===== config.mk =====
export PLATFORM = sky130hd
export DESIGN_NAME = dot_lane_scheduler
export DESIGN_NICKNAME = d
export VERILOG_FILES = /design/src/rtl/dot_sched_pkg.sv /design/src/rtl/dot_lane_join.sv /design/src/rtl/dot_lane_scheduler.sv
export SDC_FILE = /design/constraint.sdc
export NUM_CORES = 1
export LEC_CHECK = 0
export CAP_MARGIN = 25
export CORE_AREA = 8 8 89 91
export CTS_CLUSTER_DIAMETER = 80
export DETAILED_ROUTE_END_ITERATION = 8
export DIE_AREA = 0 0 97 99
export PLACE_DENSITY = 0.85
export SLEW_MARGIN = 20
export SYNTH_ARGS = -nofsm -noshare
export SYNTH_HDL_FRONTEND = slang
export SYNTH_SLANG_ARGS = --single-unit
export TNS_END_PERCENT = 30

===== constraint.sdc =====
create_clock -name clk -period 2.4 [get_ports clk]
set_input_delay 0.48 -clock clk [delete_from_list [all_inputs] [get_ports clk]]
set_output_delay 0.48 -clock clk [all_outputs]
set_load 0.02 [all_outputs]

===== src/rtl/dot_sched_pkg.sv =====
// Shared types and constants for the dot-product lane scheduler.
// Holds the scheduler state type and the element data width.
package dot_sched_pkg;

    localparam int DOT_DW = 32;

    typedef enum logic [1:0] {
        IDLE    = 2'd0,
        DIST    = 2'd1,
        COLLECT = 2'd2
    } sched_state_t;

endpackage


===== src/rtl/dot_lane_join.sv =====
// Joins per-lane result valids into one valid and fans the downstream ready back
// to every lane at once, so a partial set of results is never acknowledged.
module lane_join #(
    parameter int LANES = 4
) (
    input  logic             enable,
    input  logic [LANES-1:0] res_tvalid,
    input  logic             join_tready,
    output logic             join_tvalid,
    output logic [LANES-1:0] res_tready
);

    assign join_tvalid = enable & (&res_tvalid);
    assign res_tready  = {LANES{join_tvalid & join_tready}};

endmodule


===== src/rtl/dot_lane_scheduler.sv =====
// Round-robin distributor of an input vector across LANES dot lanes, then joins
// COLS result beats per vector. Optional stall counter under DOT_SCHED_PERF_EN.
module dot_lane_scheduler
    import dot_sched_pkg::*;
#(
    parameter int LANES = 4,
    parameter int ROWS  = 8,
    parameter int COLS  = 4
) (
    input  logic                          clk,
    input  logic                          rst,
    input  logic [DOT_DW-1:0]             INPUT_AXIS_TDATA,
    input  logic                          INPUT_AXIS_TLAST,
    input  logic                          INPUT_AXIS_TVALID,
    output logic                          INPUT_AXIS_TREADY,
    output logic [LANES-1:0][DOT_DW-1:0]  lane_tdata,
    output logic [LANES-1:0]              lane_tlast,
    output logic [LANES-1:0]              lane_tvalid,
    input  logic [LANES-1:0]              lane_tready,
    input  logic [LANES-1:0]              res_tvalid,
    output logic [LANES-1:0]              res_tready,
    output logic                          join_tvalid,
    input  logic                          join_tready,
    output logic                          busy,
    output logic                          done,
    output logic                          err_tlast,
    output logic [31:0]                   stall_cycles
);

    localparam int KW = $clog2(ROWS);
    localparam int CW = $clog2(COLS) + 1;
    localparam int SW = $clog2(LANES);

    localparam logic [KW-1:0] K_LAST = KW'(ROWS - 1);
    localparam logic [KW-1:0] K_TAIL = KW'(ROWS - LANES);
    localparam logic [CW-1:0] C_LAST = CW'(COLS - 1);

    generate
        if (ROWS % LANES != 0) begin : g_rows_check
            $error("dot_lane_scheduler: ROWS must be a multiple of LANES");
        end
        if (LANES < 2 || (LANES & (LANES - 1)) != 0) begin : g_lanes_check
            $error("dot_lane_scheduler: LANES must be a power of two >= 2");
        end
    endgenerate

    sched_state_t  state;
    logic [KW-1:0] k;
    logic [CW-1:0] c;
    logic [SW-1:0] sel;
    logic          xfer;
    logic          join_hs;

    // Lanes are powers of two, so the low bits of k select the lane.
    assign sel     = k[SW-1:0];
    assign xfer    = (state == DIST) & INPUT_AXIS_TVALID & lane_tready[sel];
    assign join_hs = join_tvalid & join_tready;
    assign busy    = (state != IDLE);
    assign done    = join_hs & (c == C_LAST);

    lane_join #(
        .LANES (LANES)
    ) u_join (
        .enable      (state == COLLECT),
        .res_tvalid  (res_tvalid),
        .join_tready (join_tready),
        .join_tvalid (join_tvalid),
        .res_tready  (res_tready)
    );

    always_comb begin
        lane_tdata        = '0;
        lane_tvalid       = '0;
        lane_tlast        = '0;
        INPUT_AXIS_TREADY = 1'b0;
        if (state == DIST) begin
            lane_tdata[sel]   = INPUT_AXIS_TDATA;
            lane_tvalid[sel]  = INPUT_AXIS_TVALID;
            lane_tlast[sel]   = (k >= K_TAIL);
            INPUT_AXIS_TREADY = lane_tready[sel];
        end
    end

    always_ff @(posedge clk or posedge rst) begin
        if (rst) begin
            state     <= IDLE;
            k         <= '0;
            c         <= '0;
            err_tlast <= 1'b0;
        end else begin
            case (state)
                IDLE: begin
                    if (INPUT_AXIS_TVALID) begin
                        state <= DIST;
                        k     <= '0;
                    end
                end
                DIST: begin
                    if (xfer) begin
                        // TLAST must coincide exactly with the final element.
                        if (INPUT_AXIS_TLAST != (k == K_LAST)) begin
                            err_tlast <= 1'b1;
                        end
                        if (k == K_LAST) begin
                            state <= COLLECT;
                            k     <= '0;
                        end else begin
                            k <= k + 1'b1;
                        end
                    end
                end
                COLLECT: begin
                    if (join_hs) begin
                        if (c == C_LAST) begin
                            state <= IDLE;
                            c     <= '0;
                        end else begin
                            c <= c + 1'b1;
                        end
                    end
                end
                default: state <= IDLE;
            endcase
        end
    end

`ifdef DOT_SCHED_PERF_EN
    logic stall_event;
    assign stall_event = ((state == DIST) & INPUT_AXIS_TVALID & ~lane_tready[sel])
                       | (join_tvalid & ~join_tready);

    always_ff @(posedge clk or posedge rst) begin
        if (rst) begin
            stall_cycles <= '0;
        end else if (stall_event && stall_cycles != '1) begin
            stall_cycles <= stall_cycles + 32'd1;
        end
    end
`else
    assign stall_cycles = '0;
`endif

endmodule

==> run summary <==
The run finished with clean final reports. Max-cap violations in this run came to 0. The number of setup buffers added after CTS is 0.

The tools report the post-route cell area as 0.003686 mm2. The worst hold path begins at err_tlast. Power comes to 3.550 mW.

Once placement completed, the tool counted placed cells totaling 513. The commonest cells after synthesis are 135 x and3_1, 36 x buf_4, 25 x clkbuf_1. After clock tree synthesis, the clock-pin slew on the worst setup and hold paths is 0.05 ns. Power spread over the standard cell area amounts to 963.1 mW/mm2. The ratio of routed vias to standard cells works out to 4.758. The area fraction of the dominant cell type after synthesis works out to 0.4649. The leading cell type by number of instances after synthesis was and3_1. For the count of different cell masters after synthesis, the log shows 33.

The worst register-to-register path ends at k[2]. The clock drives 9 sinks. The worst reg2reg path startpoint was k[0].

The count of cells in the finished layout, fillers not included, comes to 517. 222 I/O pins were placed. The post-synthesis average cell area works out to 7.014 um2.

Setup repair after global routing left no endpoint under its margin. The maximum clock insertion buffer count was 2; the post-route clock period utilization was 0.9569. The worst hold path terminates at err_tlast. The logs give 0.2766 for the starting density of the core and 0.009603 mm2 for the area of the die. Relative to the synthesized area, the layout overhead comes to 102.9%. By startpoint and endpoint, the worst setup path is classified as input pin to primary output. Summing over every cut layer, the via total after detailed routing is 2460.

Once detail routing completed, the nets flagged for antenna violations numbered 0. Among all flip-flop cells after synthesis, the most frequent one is dfrtp_1. The number of placement rows is 30, and the count of TritonRoute iterations in the first routing pass is 4. Setup violations remaining at the end of the flow were counted as 0. The number of hold violations in the final report is 0. The worst hold path cell count was 1. In this run the clock root is driven by a clkbuf_8. The peak clock frequency supported by timing is 435.4 MHz, and the total wirelength of the detailed-routed design is 8891 um.

Buffers placed on the I/O ports in this run total 189. Global routing finished with a remaining overflow of 0. The global-route total usage across every layer was 0.1716. The proportion of synthesized flip-flops having asynchronous set or reset came out at 1.000. For the largest net degree at the start of global routing, the log shows 72.

The run gives 0 as the antenna cell count. Summed over all instances, the cell type with the most area after synthesis is and3_1. The logs give 2501 for the via count of the first global-routing pass and 0.002603 ns for the worst clock skew. The worst-case IR drop observed on VDD is 0.5169 mV.

The wire-length estimate of the detail-placed layout is 7191 um. The top fanout value on the critical path works out to 5. The initial antenna violation count is 0, and the static power due to leakage is 2.801 nW.

The placement-stage cell area came out at 0.003726 mm2. After routing, the total negative slack on setup checks comes to 0 ns. The logs give 0.1240 for the register area share after synthesis and 0 for the number of warnings reported in the yosys synthesis log.

Clock tree synthesis inserted a total of 3 buffers. The tools report the startpoint kind of the worst setup timing path as an input pin. The average wire per standard cell came out at 17.20 um. The launch point of the worst path is res_tvalid[3]. The min-delay analysis places its worst path in the category register to register. In this run the horizontal extent of the chip is 97 um. The number of pins exceeding their max-slew limit in the final report was 0; the minimum setup slack among reg-to-reg paths was 0.73 ns. The number of instances in the synthesized netlist was 259. Ranked by total cell area, the synthesized netlist is headed by and3_1 46%, buf_4 15%, dfrtp_1 12%, clkbuf_1 5.2%, ha_1 4.8%. The number of remaining DRC errors is 0. The count of nets after finishing is 490, and the fraction of layout instances using a drive strength above 1 is 0.07551. Routability-driven placement finished with a final weighted congestion of 0.8065. The floorplan step set the die height to 99 um. Counting flops and latches in the post-synthesis netlist gives 9.

The logs give 0.006569 mm2 for the core footprint and 1 for the CTS H-tree depth. The area of the mapped netlist is 0.001817 mm2, and the initial DRC count is 82. For the worst setup path, the data required time is 1.92 ns.

The clock insertion delay at the later pin of the skew report is 0.24 ns, and the arrival time at the worst endpoint is 1.82 ns. The synthesized design contains 0 enable-type register cells. TritonCTS built the clock tree. The first global-routing pass estimated 13880 um of wire.

The worst setup path is captured at a primary output. The worst-case reg-to-reg path depth is 4. Counting I/O delays and the setup requirement, the final critical path takes 2.297 ns.
[layer usage]
| layer | track usage | vias up | wire [um] |
|---|---|---|---|
| met3 | 0.07488 | 9 | 944 |
| met2 | 0.3141 | 135 | 4544 |
| met4 | 0.03314 | 0 | 87 |
| met5 | 0 | - | 0 |
| li1 | - | 1207 | - |
| met1 | 0.1771 | 1109 | 3314 |
[cells in the final DEF, fill, tap and decap left out, types with 3 or more instances in the layout]
cell type        synthesis  final
clkdlybuf4s50_1          0     46
a21oi_1                  4      4
dlygate4sd2_1            0    122
inv_1                    6      6
dlymetal6s2s_1           0     20
buf_4                   36     15
conb_1                   1     32
dfrtp_1                  9      7
buf_12                   0      3
clkbuf_8                 0      3
and3_1                 135    135
ha_1                     7      6
nand2_1                  4      4
[cell type report]
cell class                 count  area [um2]
clock buffer                   4       45.04
fill                         647        2883
inverter                       6       22.52
multi-input combinational    211        1334
sequential                     9       227.7
tap                           80       100.1
timing repair buffer         207        1957
[worst max-delay path by stage]
stage                         to  depth (start not counted)  slack [ns]
2_1_floorplan    lane_tdata[100]                          5        0.61
3_3_place_gp   INPUT_AXIS_TREADY                          4       -0.20
3_5_place_dp   INPUT_AXIS_TREADY                          4       -0.24
4_1_cts          lane_tdata[102]                          4       -0.02
5_1_grt                     done                          4        0.02
6_report             join_tvalid                          5        0.10
[where the power goes]
part | switching [mW] | internal [mW] | total [mW] | leakage, nW
Sequential | 0.0681 | 0.188 | 0.256 | 0.103
Combinational | 1.86 | 1.26 | 3.11 | 2.68
Clock | 0.0637 | 0.116 | 0.180 | 0.0228
[state kept, by name (all words and copies together), names as in the netlist]
signal     count
c              3
k              3
err_tlast      1
state          2
[worst max-delay path, cell delays in order]
cell and delay, ns:
clkdlybuf4s50_1 0.47, nand4_1 0.22, buf_4 0.21, nor2_1 0.09
dlygate4sd2_1 0.35
[repair_timing]
action | in CTS | in global routing
gates resized for setup | 129 | 22
hold endpoints to repair | 0 | 0
setup endpoints to repair | 143 | 22
hold buffers | 0 | 0
[kinds of logic after synthesis]
kind of cell    Yosys count  synth area share
buf+inv                  70            0.2211
other cells               1          0.002064
compound gates           13           0.04752
mux                       4           0.02961
simple gates            154            0.5227
xor+xnor                  1          0.004822
flops                     9            0.1240
fa+ha+maj                 7           0.04821
[metrics by stage]
stage	worst slack (ns)	utilization	hold WS (ns)
global route	0.01831	0.5611	0.5094
CTS	-0.01624	0.5535	0.4850
global placement	-0.1986	0.5672	0.4571
finish	0.1033	0.5611	0.4814
detailed placement	-0.2432	0.5672	0.4703
floorplan	0.6064	-	0.3079
Note: power is estimated with default switching activity, not from simulation.
